--- src/rtl/softmax_argmax.sv ---
// softmax_argmax: top-1 classifier stage that sits after softmax_core.
// It scans DATA_SIZE binary32 probabilities from the shared result memory
// and returns the index and raw bits of the largest entry over a
// valid/ready handshake. argmax_done pulses for one cycle once the result
// has been accepted.
//
// Ports:
//   clk, rst      clock (rising edge) and asynchronous active-high reset
//   argmax_start  single-cycle start pulse, honoured only in IDLE
//   argmax_done   one-cycle pulse after the result is accepted
//   busy          high in every state except IDLE
//   rd_addr       result memory read address
//   data_in       read data, RD_LATENCY cycles after rd_addr
//   result_valid  result available, held until result_ready
//   result_ready  downstream accepts the result
//   result_idx    index of the maximum entry
//   result_val    raw bit pattern of the maximum entry
//   result_nan    every scanned entry was NaN
module softmax_argmax #(
  parameter int AW         = 10,
  parameter int DW         = 32,
  parameter int DATA_SIZE  = 128,
  parameter int RD_LATENCY = 2
) (
  input  logic          clk,
  input  logic          rst,
  input  logic          argmax_start,
  output logic          argmax_done,
  output logic          busy,
  output logic [AW-1:0] rd_addr,
  input  logic [DW-1:0] data_in,
  output logic          result_valid,
  input  logic          result_ready,
  output logic [AW-1:0] result_idx,
  output logic [DW-1:0] result_val,
  output logic          result_nan
);

  typedef enum logic [1:0] {IDLE, READ, DRAIN, OUT} state_t;

  localparam logic [AW-1:0] LAST_ADDR = AW'(DATA_SIZE - 1);
  localparam logic [DW-1:0] QNAN      = 32'h7FC0_0000;

  state_t          state;
  logic [RD_LATENCY-1:0] vld_sr;
  logic [RD_LATENCY-1:0] last_sr;
  logic [AW-1:0]   idx_sr [RD_LATENCY];

  logic            have_best;
  logic [DW-1:0]   best_val;
  logic [AW-1:0]   best_idx;

  logic            issue;
  logic            issue_last;
  logic            ret_valid;
  logic            ret_last;
  logic [AW-1:0]   ret_idx;
  logic            ret_nan;
  logic            take;
  logic            nxt_have;
  logic [DW-1:0]   nxt_val;
  logic [AW-1:0]   nxt_idx;

  // Map a float onto an unsigned key whose ordering matches numeric order:
  // negatives are bit-inverted, positives get their sign bit flipped, so
  // -0.0 lands just below +0.0.
  function automatic logic [DW-1:0] to_key(input logic [DW-1:0] x);
    return x[DW-1] ? ~x : (x ^ {1'b1, {(DW-1){1'b0}}});
  endfunction

  assign busy       = (state != IDLE);
  assign issue      = (state == READ);
  assign issue_last = issue && (rd_addr == LAST_ADDR);

  assign ret_valid  = vld_sr[RD_LATENCY-1];
  assign ret_last   = last_sr[RD_LATENCY-1];
  assign ret_idx    = idx_sr[RD_LATENCY-1];

  // Running maximum including the datum returning this cycle. The final
  // return feeds the result registers directly so that result_valid rises
  // on the same edge as the last comparison.
  assign ret_nan  = (data_in[30:23] == 8'hFF) && (data_in[22:0] != 23'd0);
  assign take     = ret_valid && !ret_nan &&
                    (!have_best || (to_key(data_in) > to_key(best_val)));
  assign nxt_have = have_best | take;
  assign nxt_val  = take ? data_in : best_val;
  assign nxt_idx  = take ? ret_idx : best_idx;

  // In-flight tracking: one stage per cycle of memory latency, so the tail
  // stage lines up with the datum on data_in.
  always_ff @(posedge clk or posedge rst) begin
    if (rst) begin
      vld_sr  <= '0;
      last_sr <= '0;
      for (int i = 0; i < RD_LATENCY; i++) idx_sr[i] <= '0;
    end else begin
      vld_sr[0]  <= issue;
      last_sr[0] <= issue_last;
      idx_sr[0]  <= rd_addr;
      for (int i = 1; i < RD_LATENCY; i++) begin
        vld_sr[i]  <= vld_sr[i-1];
        last_sr[i] <= last_sr[i-1];
        idx_sr[i]  <= idx_sr[i-1];
      end
    end
  end

  // Control FSM with the best-so-far and result registers.
  always_ff @(posedge clk or posedge rst) begin
    if (rst) begin
      state        <= IDLE;
      rd_addr      <= '0;
      result_valid <= 1'b0;
      result_idx   <= '0;
      result_val   <= '0;
      result_nan   <= 1'b0;
      argmax_done  <= 1'b0;
      have_best    <= 1'b0;
      best_val     <= '0;
      best_idx     <= '0;
    end else begin
      argmax_done <= 1'b0;
      case (state)
        IDLE: begin
          rd_addr <= '0;
          if (argmax_start) begin
            have_best <= 1'b0;
            best_val  <= '0;
            best_idx  <= '0;
            state     <= READ;
          end
        end
        READ: begin
          have_best <= nxt_have;
          best_val  <= nxt_val;
          best_idx  <= nxt_idx;
          if (rd_addr == LAST_ADDR) begin
            rd_addr <= '0;
            state   <= DRAIN;
          end else begin
            rd_addr <= rd_addr + 1'b1;
          end
        end
        DRAIN: begin
          have_best <= nxt_have;
          best_val  <= nxt_val;
          best_idx  <= nxt_idx;
          if (ret_valid && ret_last) begin
            result_valid <= 1'b1;
            state        <= OUT;
            if (nxt_have) begin
              result_idx <= nxt_idx;
              result_val <= nxt_val;
              result_nan <= 1'b0;
            end else begin
              result_idx <= '0;
              result_val <= QNAN;
              result_nan <= 1'b1;
            end
          end
        end
        OUT: begin
          if (result_ready) begin
            result_valid <= 1'b0;
            argmax_done  <= 1'b1;
            state        <= IDLE;
          end
        end
        default: state <= IDLE;
      endcase
    end
  end

endmodule
--- config.mk ---
export PLATFORM = sky130hd
export DESIGN_NAME = softmax_argmax
export DESIGN_NICKNAME = d
export VERILOG_FILES = /design/src/rtl/softmax_argmax.sv
export SDC_FILE = /design/constraint.sdc
export NUM_CORES = 1
export LEC_CHECK = 0
export ABC_CLOCK_PERIOD_IN_PS = 5850
export CORE_UTILIZATION = 55
export DETAILED_ROUTE_END_ITERATION = 8
export GPL_ROUTABILITY_DRIVEN = 0
export GPL_TIMING_DRIVEN = 0
export MAX_ROUTING_LAYER = met4
export PLACE_DENSITY = 0.77
export SLEW_MARGIN = 30
export SYNTH_ARGS = -nofsm -noshare
export SYNTH_HDL_FRONTEND = slang
export SYNTH_SLANG_ARGS = --single-unit
--- constraint.sdc ---
create_clock -name clk -period 5.85 [get_ports clk]
set_input_delay 1.755 -clock clk [delete_from_list [all_inputs] [get_ports clk]]
set_output_delay 1.755 -clock clk [all_outputs]
set_load 0.05 [all_outputs]
# After elaboration in Yosys (flattened, before gate mapping)
# Cells that the tools add are included.
# totals
output_inout_bits,56
ff_bits,124
wordCells,74
# classes
add_sub_neg,1
order_cmp,1
n_reduce_logical,19
bitwise,5
mux,25
eq_ne,9
# op_table
cell,n
32-bit two-way mux,5
32-bit NOT,2
32-bit one-hot mux with 2 select lines,1
10-bit two-way mux,4
10-bit one-hot mux with 2 select lines,2
32-bit > comparator,1
23-bit nonzero test,1
"10-bit by 1-bit adder with 10-bit output, second input constant",1
"10-bit by 7-bit equality test with 1-bit output, second input constant",1
"8-bit equality test, second input constant",1
2-bit two-way mux,4
2-bit one-hot mux with 4 select lines,1
2-bit nonzero test,4
1-bit two-way mux,6
"2-bit inequality test, second input constant",3
1-bit logical AND,5
"2-bit equality test, second input constant",2
1-bit one-hot mux with 2 select lines,2
2-bit AND reduction,2
4-bit AND reduction,1
3-bit AND reduction,1
"2-bit by 1-bit equality test with 1-bit output, second input constant",1
1-bit logical NOT,2
2-bit logical NOT,1
other kinds (5),6

# Depth between registers and ports, before layout
# depth
depth_word,7
ltp_mapped,13
ltp_nobuf,9

# Least setup slack after synthesis
# No wires, ideal clock.
# synth_timing
path_type,input -> register
startpoint,input data_in[31]
endpoint,register result_idx[5]
n_path_buf,4
setup_slack_ps,1114
setup_time_ps,126
stages,13
t_arrival_ps,4610
required_ps,5724
cell_sequence,clkbuf_1 buf_1 xor2_1 ha_1 a21o_1 a21o_1 a221o_1 o31a_2 o21ai_4 nor2b_2 buf_6 buf_8 a221o_1
# synth_via
elab_chain_cells,7
# synth_lines
element,line_no,source
"start, declared",31,"input logic [DW-1:0] data_in,"
1-bit NOT (no line) / 32-bit NOT (equally long branches),-,
32-bit two-way mux (*),68,"return x[DW-1] ? ~x : (x ^ {1'b1, {(DW-1){1'b0}}});"
32-bit > comparator (*),84,(!have_best || (to_key(data_in) > to_key(best_val)));
1-bit logical OR (*),84,
1-bit logical AND (*),83,assign take = ret_valid && !ret_nan &&
10-bit two-way mux / 1-bit bitwise OR (equally long branches),"87, 85",
10-bit two-way mux (*),151,if (nxt_have) begin
"end signal, assigned",152,result_idx <= nxt_idx;
"end, declared",34,"output logic [AW-1:0] result_idx,"
# Mark *: on every way between the ends. The rest lies on a longest branch, timed or not.
# A chain may end at the register's enable or synchronous reset.

# Worst setup path after layout
# layout_timing
startpoint,input data_in[31]
endpoint,register result_val[21]
# layout_via
elab_chain_cells,7
# layout_lines
element,line_no,source
1-bit NOT (no line) / 32-bit NOT (equally long branches),-,
32-bit two-way mux (*),68,
32-bit > comparator (*),84,
1-bit logical OR (*),84,
1-bit logical AND (*),83,
32-bit two-way mux / 1-bit bitwise OR (equally long branches),"86, 85",
32-bit two-way mux (*),151,
"end signal, assigned",153,result_val <= nxt_val;
"end, declared",35,"output logic [DW-1:0] result_val,"
# Marks and branches as above.

==> impl_metrics.json <==
{
  "synth_fp_nets": 689,
  "worstMarginPinSlew_ps": 815,
  "initial_utilization_pct": 56.8,
  "cts_sinks": 124,
  "hold_viol_final": 0,
  "post_cts_buffers": 0,
  "yosysWarnings": 0,
  "cts_tree": "yes",
  "core_area_um2": 11500,
  "criticalPathCategory": "in2reg",
  "post-route-min-period_ps": 4960,
  "max_slew_margin_pct": 45.7,
  "fin_crit_sh_pct": 84.8,
  "cp.arrival_ps": 5270,
  "dr_total_vias": 5125,
  "clock_latency_ps": 430,
  "p_per_area_nw_per_um2": 417,
  "ys_seq_area_share_pct": 47.6,
  "io_buffer_count": 90,
  "seq_power_share_pct": 32.7,
  "switching_share_pct": 34.8,
  "dp_cells": 850,
  "r2r_setup_slack_ps": 1790,
  "peakVddDrop_mv": 0.246,
  "dp_hpwl_um": 11100,
  "clock_path_buffers": 2,
  "grt_pass1_vias": 5416,
  "wl_per_cell_um": 17.9,
  "placed_area_um2": 7630,
  "utilization_pct": 71.4,
  "drc": 0,
  "synth_seq_cells": 124,
  "dpl_worst_slack_ps": 504,
  "syn_area_um2": 6510,
  "grt_use_total_pct": 28.6,
  "leakagePower_nw": 3.94,
  "drtPass1Iterations": 5,
  "path_clk_slew_ps": 60,
  "cts_resized": 0,
  "slew_viol_final": 0,
  "p_int_mw": 2.23,
  "p_switching_mw": 1.19,
  "min_path_type": "reg2reg",
  "rsz0062_at_grt": "false",
  "cp_max_fo": 10,
  "ios": 92,
  "grt_overflow": 0,
  "final_cell_mix": "124 x dfrtp_1, 90 x clkdlybuf4s50_1, 66 x nand2_1",
  "rows": 39,
  "synthArstFlopShare_pct": 100,
  "synth_area_per_cell_um2": 10.6,
  "setup_tns_ps": 0,
  "final_common_cell": "dfrtp_1",
  "area_growth_pct": 25.7,
  "cts_root_buf": "clkbuf_16",
  "cap_violations": 0,
  "fin_cells": 881,
  "finalPower_mw": 3.42,
  "setup_violations": 0,
  "fin_area_um2": 8190,
  "max_freq_mhz": 202,
  "p_comb_share_pct": 37.9,
  "required_ps": 6160,
  "pwr-share-clk_pct": 29.4,
  "synth.distinct_cells": 46,
  "drtIter0Drc": 301,
  "cts_inserted_buffers": 17,
  "fin_ws_ps": 891,
  "grt_pass1_wl_um": 26600,
  "fin_skew_ps": 10.0,
  "cp-end-kind": "flop",
  "hold_buffers": 0,
  "antenna_cells": 0,
  "cts_max_level": 4,
  "dieArea_um2": 12300,
  "drive_above_1_share_pct": 7.72,
  "nNetsFinal": 799,
  "synthFlopType": "dfrtp_1",
  "synth-edff-count": 0,
  "die_w_um": 111,
  "outcome": "completed",
  "synthCells": 616,
  "vias_per_cell": 5.82,
  "antenna_left": 0,
  "wl_um": 15800,
  "grt_max_degree": 68,
  "die_y_um": 111,
  "fin_hold_ws_ps": 346,
  "antenna_found_initial": 0,
  "cp-start-kind": "input port"
}
-- critical path: stages --
cell      delay, ps
clkbuf_1        240
buf_1           630
xor2_1          180
ha_1            360
nand4_1         190
nor4_1          440
a21boi_0        230
o31a_2          230
o21ai_0          80
and3_1          160
buf_2           160
buf_2           230
a221o_1         380
-- Yosys cell counts (4+ instances only) --
master,number,area (µm²)
inv_1,59,221
nand3_1,10,50.1
o22ai_1,8,50.1
and2_1,33,206
nand2_1,66,248
a221o_2,4,45.0
buf_1,6,22.5
a221o_1,30,300
nand4_1,10,62.6
dfrtp_1,124,3100
o21ai_0,20,100
a21oi_1,21,105
xor2_1,33,289
nor4_1,7,43.8
clkbuf_1,10,37.5
xnor2_1,33,289
buf_4,4,30.0
nor2_1,15,56.3
buf_2,4,20.0
mux2i_1,43,430
and3_1,4,25.0
ha_1,37,463
-- registers in the layout, indices dropped and copies added (netlist names), 2 cells and up --
signal / flops
vld_sr: 2
result_val: 32
ret_idx: 10
best_idx: 10
idx_sr: 10
result_idx: 10
best_val: 32
last_sr: 2
rd_addr: 10
state: 2
-- area by class of cell --
cell class              instances  area, µm²
plain buffers                  29        178
clock buffers                  19        433
clock inverters                12        125
fillers                       816       3280
inverters                      59        229
multi-input cells             404       3010
flip-flops and latches        124       3100
well taps                     143        179
repair buffers                 91        928
-- cells by family after synthesis --
group | count (synthesis) | share of synthesized area [%]
XOR/XNOR | 66 | 8.87
AND/OR/NAND/NOR | 156 | 11.9
multiplexers | 44 | 6.78
adder cells (fa/ha/maj) | 37 | 7.11
buffers and inverters | 88 | 6.13
AO/OA/AOI/OAI | 101 | 11.6
flip-flops | 124 | 47.6
-- final timing paths --
path	cells after the start	endpoint	from
max in group asynchronous	3	result_val[14]	rst
min in group asynchronous	2	best_idx[3]	rst
worst min register to register	0	vld_sr[1]	vld_sr[0]
worst max-delay path	13	result_val[21]	data_in[31]
worst max register to register	13	result_val[21]	best_val[31]
worst min-delay path	0	vld_sr[1]	vld_sr[0]
-- metal layers --
| metal | wire length [µm] | GRT usage, % | part of all wire [%] | vias to the layer above |
|---|---|---|---|---|
| met3 | 898 | 5.41 | 5.7 | 34 |
| li1 | - | - | - | 2345 |
| met5 | 0 | - | 0 | - |
| met2 | 7640 | 45.8 | 48 | 174 |
| met1 | 6830 | 35.7 | 43 | 2572 |
| met4 | 390 | 12.4 | 2.5 | 0 |
-- power by group through the flow --
stage                     registers (mW)  logic (mW)  clock network [mW]
after global routing                1.13        1.46                1.05
final                               1.12        1.30                1.00
after global placement              1.12        1.23                   0
after CTS                           1.11        1.30                1.01
after floorplan                     1.09        1.03                   0
after detailed placement            1.13        1.29                   0
Note: power is estimated with default switching activity, not from simulation.
